===== src/rtl/maxpool_layer.sv =====
// Streaming 1-D max pooling over POOL_SIZE-word windows of a FRAME_LENGTH-word frame,
// N_CHANNELS signed lanes in parallel, with a single-entry registered output stage.

module maxpool_lane #(
    parameter int WORD_SIZE = 16,
    parameter int RELU      = 0
) (
    input  logic                        clk,
    input  logic                        rst_n,
    input  logic                        load,
    input  logic                        first,
    input  logic                        close,
    input  logic signed [WORD_SIZE-1:0] din,
    output logic        [WORD_SIZE-1:0] dout
);
    logic signed [WORD_SIZE-1:0] acc, mx, res;

    // A window's first word ignores the stale accumulator; ties keep acc.
    always_comb begin
        mx  = (first || din > acc) ? din : acc;
        res = (RELU != 0 && mx < 0) ? '0 : mx;
    end

    always_ff @(posedge clk) begin
        if (!rst_n) begin
            acc  <= '0;
            dout <= '0;
        end else if (load) begin
            acc <= mx;
            if (close) dout <= res;
        end
    end
endmodule

module maxpool_layer #(
    parameter int N_CHANNELS   = 1,
    parameter int WORD_SIZE    = 16,
    parameter int POOL_SIZE    = 2,
    parameter int FRAME_LENGTH = 4,
    parameter int RELU         = 0
) (
    input  logic                             clk_i,
    input  logic                             reset_n_i,
    input  logic                             start_i,
    output logic                             pool_ready_o,
    input  logic                             valid_i,
    output logic                             ready_o,
    input  logic [N_CHANNELS*WORD_SIZE-1:0]  data_i,
    output logic                             valid_o,
    input  logic                             ready_i,
    output logic [N_CHANNELS*WORD_SIZE-1:0]  data_o
);
    localparam int WCW = (POOL_SIZE > 1) ? $clog2(POOL_SIZE) : 1;
    localparam int FCW = (FRAME_LENGTH > 1) ? $clog2(FRAME_LENGTH) : 1;

    typedef enum logic [1:0] {IDLE, RUN, DRAIN} state_t;

    state_t         state;
    logic [WCW-1:0] win_cnt;
    logic [FCW-1:0] frame_cnt;
    logic           win_first, frame_last, closing, hs_in, hs_out;

    assign win_first    = (win_cnt == '0);
    assign frame_last   = (frame_cnt == FCW'(FRAME_LENGTH - 1));
    assign closing      = (win_cnt == WCW'(POOL_SIZE - 1)) || frame_last;
    // Stall only the closing beat, and only when the output slot is still occupied.
    assign ready_o      = (state == RUN) && !(closing && valid_o && !ready_i);
    assign pool_ready_o = (state == IDLE);
    assign hs_in        = valid_i && ready_o;
    assign hs_out       = valid_o && ready_i;

    always_ff @(posedge clk_i) begin
        if (!reset_n_i) begin
            state     <= IDLE;
            win_cnt   <= '0;
            frame_cnt <= '0;
            valid_o   <= 1'b0;
        end else begin
            case (state)
                IDLE: begin
                    win_cnt   <= '0;
                    frame_cnt <= '0;
                    if (start_i) state <= RUN;
                end
                RUN: begin
                    if (hs_in) begin
                        win_cnt   <= closing ? '0 : win_cnt + WCW'(1);
                        frame_cnt <= frame_last ? '0 : frame_cnt + FCW'(1);
                        if (frame_last) state <= DRAIN;
                    end
                end
                DRAIN: if (hs_out) state <= IDLE;
                default: state <= IDLE;
            endcase

            if (hs_in && closing) valid_o <= 1'b1;
            else if (hs_out)      valid_o <= 1'b0;
        end
    end

    for (genvar c = 0; c < N_CHANNELS; c++) begin : g_lane
        maxpool_lane #(.WORD_SIZE(WORD_SIZE), .RELU(RELU)) u_lane (
            .clk   (clk_i),
            .rst_n (reset_n_i),
            .load  (hs_in),
            .first (win_first),
            .close (closing),
            .din   (data_i[c*WORD_SIZE +: WORD_SIZE]),
            .dout  (data_o[c*WORD_SIZE +: WORD_SIZE])
        );
    end
endmodule

===== config.mk =====
export PLATFORM = sky130hd
export DESIGN_NAME = maxpool_layer
export DESIGN_NICKNAME = d
export VERILOG_FILES = /design/src/rtl/maxpool_layer.sv
export SDC_FILE = /design/constraint.sdc
export NUM_CORES = 1
export LEC_CHECK = 0
export CORE_MARGIN = 4
export CORE_UTILIZATION = 45
export DETAILED_ROUTE_END_ITERATION = 7
export PLACE_DENSITY_LB_ADDON = 0.2
export SKIP_LAST_GASP = 1
export SLEW_MARGIN = 30
export SYNTH_ARGS = -nofsm -noshare
export SYNTH_HDL_FRONTEND = slang
export SYNTH_HIERARCHICAL = 1
export SYNTH_SLANG_ARGS = --single-unit

===== constraint.sdc =====
create_clock -name clk_i -period 5.7 [get_ports clk_i]
set_input_delay 1.71 -clock clk_i [delete_from_list [all_inputs] [get_ports clk_i]]
set_output_delay 1.71 -clock clk_i [all_outputs]
set_load 0.01 [all_outputs]

[Yosys cells after proc, flatten, opt, wreduce, memory -nomap -nowiden]
Cells that the tools add are included.
Storage, ports and cells
  input bits: 21
  register bits after elaboration: 38
  bits in read-only memories: 0
  memory bits (writable): 0
  latch bits: 0
  memories: 0
Operators by class
  divide/modulo/power cells: 0
  multiply operators: 0
  reduce and logical (&&, ||, !) cells: 16
  magnitude comparators: 1
  multiplexer cells: 14
  $add $sub $neg: 2
  shift-type cells: 0
  bitwise operators: 1
  equal/unequal tests: 7
Operator list (count)
  16-bit > comparator: 1
  16-bit 2-to-1 mux: 1
  2-bit 2-to-1 mux: 6
  2-bit != test (second input constant): 4
  1-bit logical AND: 6
  2-bit case mux with 3 select lines: 1
  2-bit == test (second input constant): 2
  1-bit 2-to-1 mux: 4
  2-bit case mux with 2 select lines: 1
  2-bit AND reduction: 2
  4-bit AND reduction: 1
  2-bit nonzero test: 2
  2-bit by 1-bit adder with 2-bit output (second input constant): 1
  2-bit by 1-bit == test with 1-bit output (second input constant): 1
  1-bit logical NOT: 2
  2-bit logical NOT: 1
  1-bit logical OR: 2
  1-bit case mux with 2 select lines: 1
  1-bit adder (second input constant): 1
  1-bit inverter: 1

[Logic depth before layout (Yosys ltp)]
Gate-level depths: netlist (run 1).
  depth in word-level cells: 9
  mapped depth: 10

[By module]
Netlist (run 1), hierarchy kept.
By module, submodules not included
  maxpool_lane: times used 1, seq. area each 640.6 µm², cells an instance 222, area an instance 1883.1 µm²
  maxpool_layer: times used 1, seq. area each 120.1 µm², cells an instance 38, area an instance 339.1 µm²

[Worst setup path before layout (run 1)]
Ideal clock, no wire load.
  path kind: input -> output
  start: in ready_i
  end: out ready_o
  cell stages on the path: 2
  slack: 1.879 ns
  arrival time: 2.111 ns
  data required time: 3.990 ns
  path through: nand2b_1 -> o21a_1
Between the ends
  cells in the longest elaborated chain, start to end: 4
RTL lines
  from (decl): RTL line 50  | input logic ready_i,
  1-bit logical NOT: RTL line 67  | assign ready_o = (state == RUN) && !(closing && valid_o && !ready_i);
  1-bit logical AND: RTL line 67
  1-bit logical NOT: RTL line 67
  1-bit logical AND: RTL line 67
  to (decl): RTL line 47  | output logic ready_o,
No other way between the ends.

[Worst setup path in the final report (run 1)]
Same ends and word-level chain as after synthesis.

==> out/summary.txt, run 1 <==
Post-synth top area cell = dfxtp_1
Initial DRC count = 87
Final min period = 4760 ps
CTS tree = built
Status = complete, no violations
Clock skew = 4.04 ps
Buf/Inv on CP = 2
Period utilization = 0.835
Max Cap Viol = 0
Post-route worst setup slack = 941 ps
Cells along the critical path = clkdlybuf4s50_1, nand2b_1, o21a_1, clkdlybuf4s50_1
Post-Place Cells = 353
Root Driver = clkbuf_8
Clk buf depth = 2
Crit-path most repeated cell = clkdlybuf4s50_1
Area Growth Syn to Fin = 21.6%
Syn_area_per_cell = 8.55 um2
Final setup viols = 0
Antenna violations before repair = 0
Die width = 78.3 um
Via density = 5.28
FMAX = 0.210 GHz
Seq/Total Area, Yosys = 0.342
Rel. slew slack = 0.404
DR WL/cell = 13.7 um
LEAKAGE = 1.01 nW
ANT cells = 0
ANT nets after route = 0
Clock Latency Late Sink = 290 ps
Port bufs = 39
Global-route wire length before repair = 8.38 mm
Synthesized area = 2220 um2
Worst Hold Class = flip-flop to flip-flop
Rows = 25
Placed Area = 2620 um2
Max-slew violations = 0
Design area = 2700 um2
Hold-fix buffers at CTS = 0
Worst path max stage delay = 530 ps
Total track usage = 0.170
Post-CTS sizing = 0
Die ar. = 6130 um2
H-tree depth = 2
DRC Markers = 0
CP Launch Type = primary input
Crit path capture type = output pin
Crit-path slowest cell = clkdlybuf4s50_1
Ports = 40
Initial Utilization = 0.467
Commonest non-fill, non-tap cells in the layout = dfxtp_1, clkdlybuf4s50_1, nand2_1
Yosys warning count = 6
Final Wtd Congestion = 0.781
Clk sinks = 38
Worst Path Max Fanout = 5
Share of the synthesized area in the top cell type = 0.342
Core area = 4750 um2
Syn Nets = 298
Non-Filler Instances = 360
Setup Fix Bufs, Post-CTS = 0
First-pass DRT Iterations = 4
Dpl hpwl = 3.36 mm
Crit Path Class = primary input to output pin
Maximum VDD drop = 136 uV
Synth cell types = 42
RSZ-0062 raised after global routing = false
Vias in the first global route = 1765
Clk pin slew, worst setup/hold paths = 80 ps
Detailed-route wire length = 4.92 mm
Share of layout cells above drive strength 1 = 0.106
Pre-CTS setup slack = 945 ps
Total number of vias = 1901
Seq cells post-synth = 38
Largest net degree at the start of global routing = 58
WHS = 476 ps
Ranking of synthesized cells by area = dfxtp_1, ha_1, mux2i_1
Worst Tran Pin Value = 894 ps
Critical path's top delay family = buffers and inverters
Power density over the cells = 204 nW/um2
Global route overflow = 0
WP data arrival = 3050 ps
Synth Instances = 260
Die height = 78.3 um
TritonCTS buffer count = 5
Worst EP required = 3990 ps
Hold Vio Cnt, Final = 0
TNS Setup = 0 ps
Final #Nets = 331
## sequential cells by signal, indices dropped and copies added (netlist names)
name / flops
g_lane.u_lane/acc: 16
valid_o: 1
g_lane.u_lane/dout: 16
state: 2
win_cnt: 1
frame_cnt: 2
## report_power, final
part | switching (W) | internal [W] | leakage (nW)
registers | 0.00000615 | 0.000273 | 0.308
clock network | 0.0000967 | 0.0000822 | 0.0438
logic | 0.0000489 | 0.0000443 | 0.654
## final timing paths
path	startpoint	to	slack, ps	depth (start not counted)
setup / recovery	ready_i	ready_o	940	4
hold / removal	g_lane[0].u_lane/acc[4]	g_lane[0].u_lane/acc[4]	480	2
setup reg to reg	g_lane[0].u_lane/acc[7]	g_lane[0].u_lane/acc[9]	3000	10
hold reg to reg	g_lane[0].u_lane/acc[4]	g_lane[0].u_lane/acc[4]	480	2
## worst min-delay path, cell delays in order (launching register included)
cell and delay [ps]:
dfxtp_1 330, nand2_1 60, mux2i_1 50
## layer usage
layer	track usage	wire, um	up-vias
met5	0	0	-
li1	-	-	981
met1	0.230	2350	881
met3	0.0344	175	7
met4	0.0629	72	0
met2	0.269	2330	32
## cell usage after synthesis, drive strengths merged
cell type	n
nand2	38
and3b	1
dfxtp	38
inv	23
o21bai	1
and4bb	1
and2	1
a311o	1
a211oi	16
o221a	1
buf	7
o21a	4
and3	1
or2	2
a21boi	1
nor4	15
o21ai	19
clkbuf	10
o311a	1
a21o	1
and2b	1
a21oi	7
nor2b	1
o211ai	1
ha	17
o2bb2ai	1
nor2	19
mux2i	18
o221ai	1
nand3	3
nand2b	2
a41o	2
nand4	4
nor3	1
## area by class of cell
cell class | instances | area (um2)
Clock inverter | 2 | 10.0
Tap cell | 67 | 83.8
Timing Repair Buffer | 43 | 415
Inverter | 23 | 86.3
Sequential cell | 38 | 761
Fill cell | 462 | 2050
Multi-Input combinational cell | 182 | 1280
Clock buffer | 5 | 68.8
## per-stage QoR
| step | util | total power, W |
|---|---|---|
| floorplan | - | 0.000344 |
| global route | 0.568 | 0.000581 |
| global placement | 0.551 | 0.000377 |
| finish | 0.568 | 0.000552 |
| detailed placement | 0.551 | 0.000379 |
| CTS | 0.568 | 0.000559 |
## kinds of logic (layout without fill, tap and decap cells)
kind of cell,after synthesis,count (layout),synth area share
muxes,18,18,0.0811
adders and majority gates,17,17,0.0957
buffers and inverters,40,73,0.0839
and+or+nand+nor,90,90,0.197
DFF,38,38,0.342
AOI/OAI and AO/OA,57,57,0.200
Power figures use the tool's default switching activity.
==> run 2: changes to the inputs <==
Clock period 5.7 ns to 3.9 ns, I/O delays scaled along.
==> out/summary.txt, run 2 (synthesized netlist as in run 1, its figures left out) <==
Post-Place Cells = 358 (+1.4%)
WP data arrival = 2400 ps (-650 ps)
LEAKAGE = 1.03 nW (+2.5%)
Final Wtd Congestion = 0.804 (+3.0%)
Largest net degree at the start of global routing = 58 (unchanged)
Vias in the first global route = 1969 (+12%)
Hold-fix buffers at CTS = 0 (unchanged)
DR WL/cell = 13.3 um (-2.6%)
Global route overflow = 0 (unchanged)
Ports = 40 (unchanged)
Top Registers = g_lane.u_lane/acc x16, g_lane.u_lane/dout x16
Post-CTS sizing = 0 (unchanged)
Sw Share = 0.259 (-0.0166)
Final setup viols = 0 (unchanged)
Clock skew = 8.70 ps (+4.67 ps)
Final min period = 3570 ps
CTS tree = built
Pre-CTS setup slack = 294 ps (-651 ps)
Maximum VDD drop = 157 uV (+15%)
Die ar. = 6130 um2 (unchanged)
Crit Path Class = primary input to output pin
Worst Path Max Fanout = 2 (-3)
Initial DRC count = 58 (-33%)
Status = complete, no violations
Sw power = 0.000212 W (+40%)
Worst EP required = 2730 ps (-1260 ps)
FMAX = 0.280 GHz
RSZ-0062 raised after global routing = false
TNS Setup = 0 ps (unchanged)
Period utilization = 0.914
Worst Tran Pin Value = 896 ps (+1.35 ps)
Share of layout cells above drive strength 1 = 0.117 (+0.0113)
Placed Area = 2660 um2 (+1.4%)
Total track usage = 0.174 (+0.00319)
Die height = 78.3 um (unchanged)
Clk buf depth = 2 (unchanged)
Tot Pwr = 0.000821 W (+49%)
H-tree depth = 2 (unchanged)
Root Driver = clkbuf_8
DRC Markers = 0 (unchanged)
Internal cell power = 0.000608 W (+52%)
Setup Fix Bufs, Post-CTS = 0 (unchanged)
Worst Hold Class = flip-flop to flip-flop
Power share of the clock group = 0.335 (+0.011)
TritonCTS buffer count = 5 (unchanged)
Power density over the cells = 298 nW/um2 (+46%)
Detailed-route wire length = 4.87 mm (-1.0%)
Gate power share = 0.167 (-0.002)
Core area = 4750 um2 (unchanged)
Crit path capture type = output pin
Antenna violations before repair = 0 (unchanged)
Via density = 5.19 (-1.7%)
Rel. slew slack = 0.403 (-0.000899)
Commonest non-fill, non-tap cells in the layout = nand2_1, dfxtp_1, clkdlybuf4s50_1
Clk pin slew, worst setup/hold paths = 80 ps (about the same)
Total number of vias = 1900 (-0.053%)
Initial Utilization = 0.467 (unchanged)
Clk sinks = 38 (unchanged)
Die width = 78.3 um (unchanged)
Design area = 2750 um2 (+1.8%)
Max-slew violations = 0 (unchanged)
Dpl hpwl = 3.53 mm (+5.0%)
Seq pwr share = 0.498 (-0.009)
Global-route wire length before repair = 8.65 mm (+3.3%)
Post-route worst setup slack = 335 ps (-606 ps)
Hold Vio Cnt, Final = 0 (unchanged)
Rows = 25 (unchanged)
ANT cells = 0 (unchanged)
Fillers = 456 (-1.3%)
Final #Nets = 336 (+1.5%)
Non-Filler Instances = 366 (+1.7%)
Port bufs = 39 (unchanged)
ANT nets after route = 0 (unchanged)
CP Launch Type = primary input
Area Growth Syn to Fin = 23.8%
Max Cap Viol = 0 (unchanged)
First-pass DRT Iterations = 4 (unchanged)
Clock Latency Late Sink = 290 ps (about the same)
run 2: cell types whose count changed in the layout (fill, tap and decap cells not counted):
cell / before / now
nand2_1: 37 / 38
nand2_2: 1 / 0
clkbuf_8: 5 / 6
clkinv_2: 2 / 1
clkbuf_1: 0 / 1
buf_4: 4 / 9
run 2: per-stage QoR:
step                      hold slack [ps]   util
after CTS                             476  0.578
after global routing                  499  0.578
after floorplan                       448      -
final                                 471  0.578
after detailed placement              465  0.559
after global placement                457  0.559
run 2: critical path, cell delays in order:
cell             delay (ps)
clkdlybuf4s50_1         470
nand2b_1                120
o21a_1                  110
clkdlybuf4s50_1         530
run 2: final timing paths:
| path | startpoint | endpoint | slack [ps] | cells after the start |
|---|---|---|---|---|
| setup / recovery | ready_i | ready_o | 330 | 4 |
| hold / removal | g_lane[0].u_lane/acc[13] | g_lane[0].u_lane/acc[13] | 470 | 2 |
| setup reg to reg | g_lane[0].u_lane/acc[14] | g_lane[0].u_lane/acc[4] | 1540 | 9 |
| hold reg to reg | g_lane[0].u_lane/acc[13] | g_lane[0].u_lane/acc[13] | 470 | 2 |
run 2: final cells by class:
type	count	area, um2	area share
Clock inverter	1	5.00	0.00182
Multi-Input combinational cell	182	1270	0.464
Tap cell	67	83.8	0.0305
Sequential cell	38	761	0.277
Inverter	23	86.3	0.0314
Timing Repair Buffer	48	453	0.165
Clock buffer	7	86.3	0.0314
run 2: layer usage:
metal  vias to the layer above  global-route usage  wire length, um
met1                       868               0.212             2330
met4                         0              0.0594               96
met3                        10              0.0447              155
met2                        30               0.295             2290
met5                         -                   0                0
li1                        992                   -                -
run 2: power by group through the flow:
stage | clock (W) | sequential [W] | combinational [W]
2_1_floorplan | 0 | 0.000416 | 0.0000866
3_3_place_gp | 0 | 0.000418 | 0.000136
3_5_place_dp | 0 | 0.000418 | 0.000138
4_1_cts | 0.000284 | 0.000409 | 0.000138
5_1_grt | 0.000302 | 0.000411 | 0.000155
6_report | 0.000275 | 0.000409 | 0.000137
==> run 3: changes to the inputs <==
Settings changed: CORE_MARGIN 4 to 5.
==> out/summary.txt, run 3 (synthesized netlist as in run 1, its figures left out) <==
Tot Pwr = 0.000969 W (+18%)
Worst path max stage delay = 530 ps (about the same)
Max Cap Viol = 0 (unchanged)
Met1 Wirelength = 2.51 mm (+7.6%)
Clk buf depth = 2 (unchanged)
Worst EP required = 2730 ps (about the same)
Cells along the critical path = clkdlybuf4s50_1, nand2b_1, o21a_1, clkdlybuf4s50_1
LEAKAGE = 1.06 nW (+3.2%)
Port bufs = 39 (unchanged)
Max-slew violations = 0 (unchanged)
Clk pin slew, worst setup/hold paths = 80 ps (about the same)
Top Registers = g_lane.u_lane/acc x16, g_lane.u_lane/dout x16
Clock Latency Late Sink = 290 ps (about the same)
Worst Path Max Fanout = 2 (unchanged)
Hold Vio Cnt, Final = 0 (unchanged)
Global-route wire length before repair = 8.97 mm (+3.7%)
RSZ-0062 raised after global routing = false
Total track usage = 0.174 (about the same)
Highest Signal Layer = met4
TritonCTS buffer count = 5 (unchanged)
Die height = 80.3 um (+2.6%)
Die width = 80.3 um (+2.6%)
Ports = 40 (unchanged)
HP Start = g_lane[0].u_lane/acc[14]
Rel. slew slack = 0.399 (-0.00411)
Crit Path Class = primary input to output pin
Internal cell power = 0.000741 W (+22%)
TNS Setup = 0 ps (unchanged)
Setup crit start = ready_i
Worst Hold Class = flip-flop to flip-flop
Rows = 25 (unchanged)
Final design utilization = 0.592 (+0.0139)
RR Startpoint = g_lane[0].u_lane/acc[13]
Dpl hpwl = 3.65 mm (+3.5%)
Seq pwr share = 0.422 (-0.076)
Fillers = 457 (+0.22%)
CTS tree = built
Core area = 4750 um2 (unchanged)
DRC Markers = 0 (unchanged)
Power density over the cells = 344 nW/um2 (+15%)
Period utilization = 0.915 (about the same)
Non-Filler Instances = 368 (+0.55%)
Crit path capture type = output pin
Vias in the first global route = 1983 (+0.71%)
ANT nets after route = 0 (unchanged)
Initial DRC count = 67 (+16%)
Global route overflow = 0 (unchanged)
Root Driver = clkbuf_8
Largest net degree at the start of global routing = 58 (unchanged)
First-pass DRT Iterations = 4 (unchanged)
Area Growth Syn to Fin = 26.7%
Worst Tran Pin Value = 902 ps (+6.17 ps)
Crit-path most repeated cell = clkdlybuf4s50_1
Sw power = 0.000228 W (+7.6%)
Clk sinks = 38 (unchanged)
Power share of the clock group = 0.433 (+0.098)
Post-CTS sizing = 0 (unchanged)
Commonest non-fill, non-tap cells in the layout = nand2_1, dfxtp_1, clkdlybuf4s50_1
Routed wl met2 = 2.32 mm (+1.5%)
Total number of vias = 1956 (+2.9%)
Gate power share = 0.145 (-0.022)
Setup Fix Bufs, Post-CTS = 0 (unchanged)
H-tree depth = 2 (unchanged)
Final setup viols = 0 (unchanged)
Final min period = 3570 ps (+3.00 ps)
ANT cells = 0 (unchanged)
Die ar. = 6440 um2 (+5.2%)
Maximum VDD drop = 164 uV (+4.8%)
Detailed-route wire length = 5.16 mm (+5.9%)
Crit-path slowest cell = clkdlybuf4s50_1
Final Wtd Congestion = 0.776 (-3.6%)
DR WL/cell = 14.0 um (+5.3%)
CP Launch Type = primary input
Hold-fix buffers at CTS = 0 (unchanged)
Antenna violations before repair = 0 (unchanged)
Initial Utilization = 0.467 (unchanged)
Share of layout cells above drive strength 1 = 0.126 (+0.00919)
Final #Nets = 338 (+0.60%)
Status = complete, no violations
Post-Place Cells = 360 (+0.56%)
Via density = 5.32 (+2.4%)
FMAX = 0.280 GHz (about the same)
Met3 wire len = 235 um (+52%)
WHS = 479 ps (+7.27 ps)
Sw Share = 0.236 (-0.0230)
WP data arrival = 2400 ps (about the same)
Clock skew = 8.74 ps (+0.0385 ps)
==> run 3: cell count changes in the layout (fill, tap and decap cells not counted), sizes merged <==
cell and change:
buf +2, clkbuf -1, bufinv +2, clkinv -1
==> run 3: per-stage QoR <==
step / setup WS (ps) / instance area (um2)
final: 332 / 2820
after global routing: 284 / 2820
after CTS: 326 / 2820
after detailed placement: 284 / 2670
after global placement: 301 / 2670
after floorplan: 989 / 2220
==> run 3: cell type report <==
type,instances,area [um2],area share
Clock buffer,6,82.6,0.0293
Clock inverter,2,60.1,0.0213
Inverter,23,86.3,0.0307
Multi-Input combinational cell,182,1270,0.453
Sequential cell,38,761,0.270
Tap cell,67,83.8,0.0298
Timing Repair Buffer,50,468,0.166
==> run 3: power groups by stage <==
stage               registers [W]  logic (W)  clock network, W
finish                   0.000409   0.000141          0.000419
global route             0.000411   0.000156          0.000443
CTS                      0.000409   0.000142          0.000424
detailed placement       0.000418   0.000141                 0
global placement         0.000418   0.000137                 0
floorplan                0.000416  0.0000866                 0
==> run 3: critical path: cells and delay by family <==
kind / cells / cell delay (ps)
compound gates: 1 / 110
simple gates: 1 / 120
buf+inv: 2 / 1000
==> run 3: path summary, 6_finish.rpt <==
| path | slack, ps | cells past startpoint | to |
|---|---|---|---|
| max | 330 | 4 | ready_o |
| min | 480 | 2 | g_lane[0].u_lane/acc[14] |
| max reg2reg | 1550 | 9 | g_lane[0].u_lane/dout[4] |
| min reg2reg | 480 | 2 | g_lane[0].u_lane/acc[14] |
==> run 3: per-layer routing <==
layer / vias up / GRT usage
li1: 995 / -
met3: 12 / 0.0482
met5: - / 0
met4: 0 / 0.0591
met1: 906 / 0.224
met2: 43 / 0.278
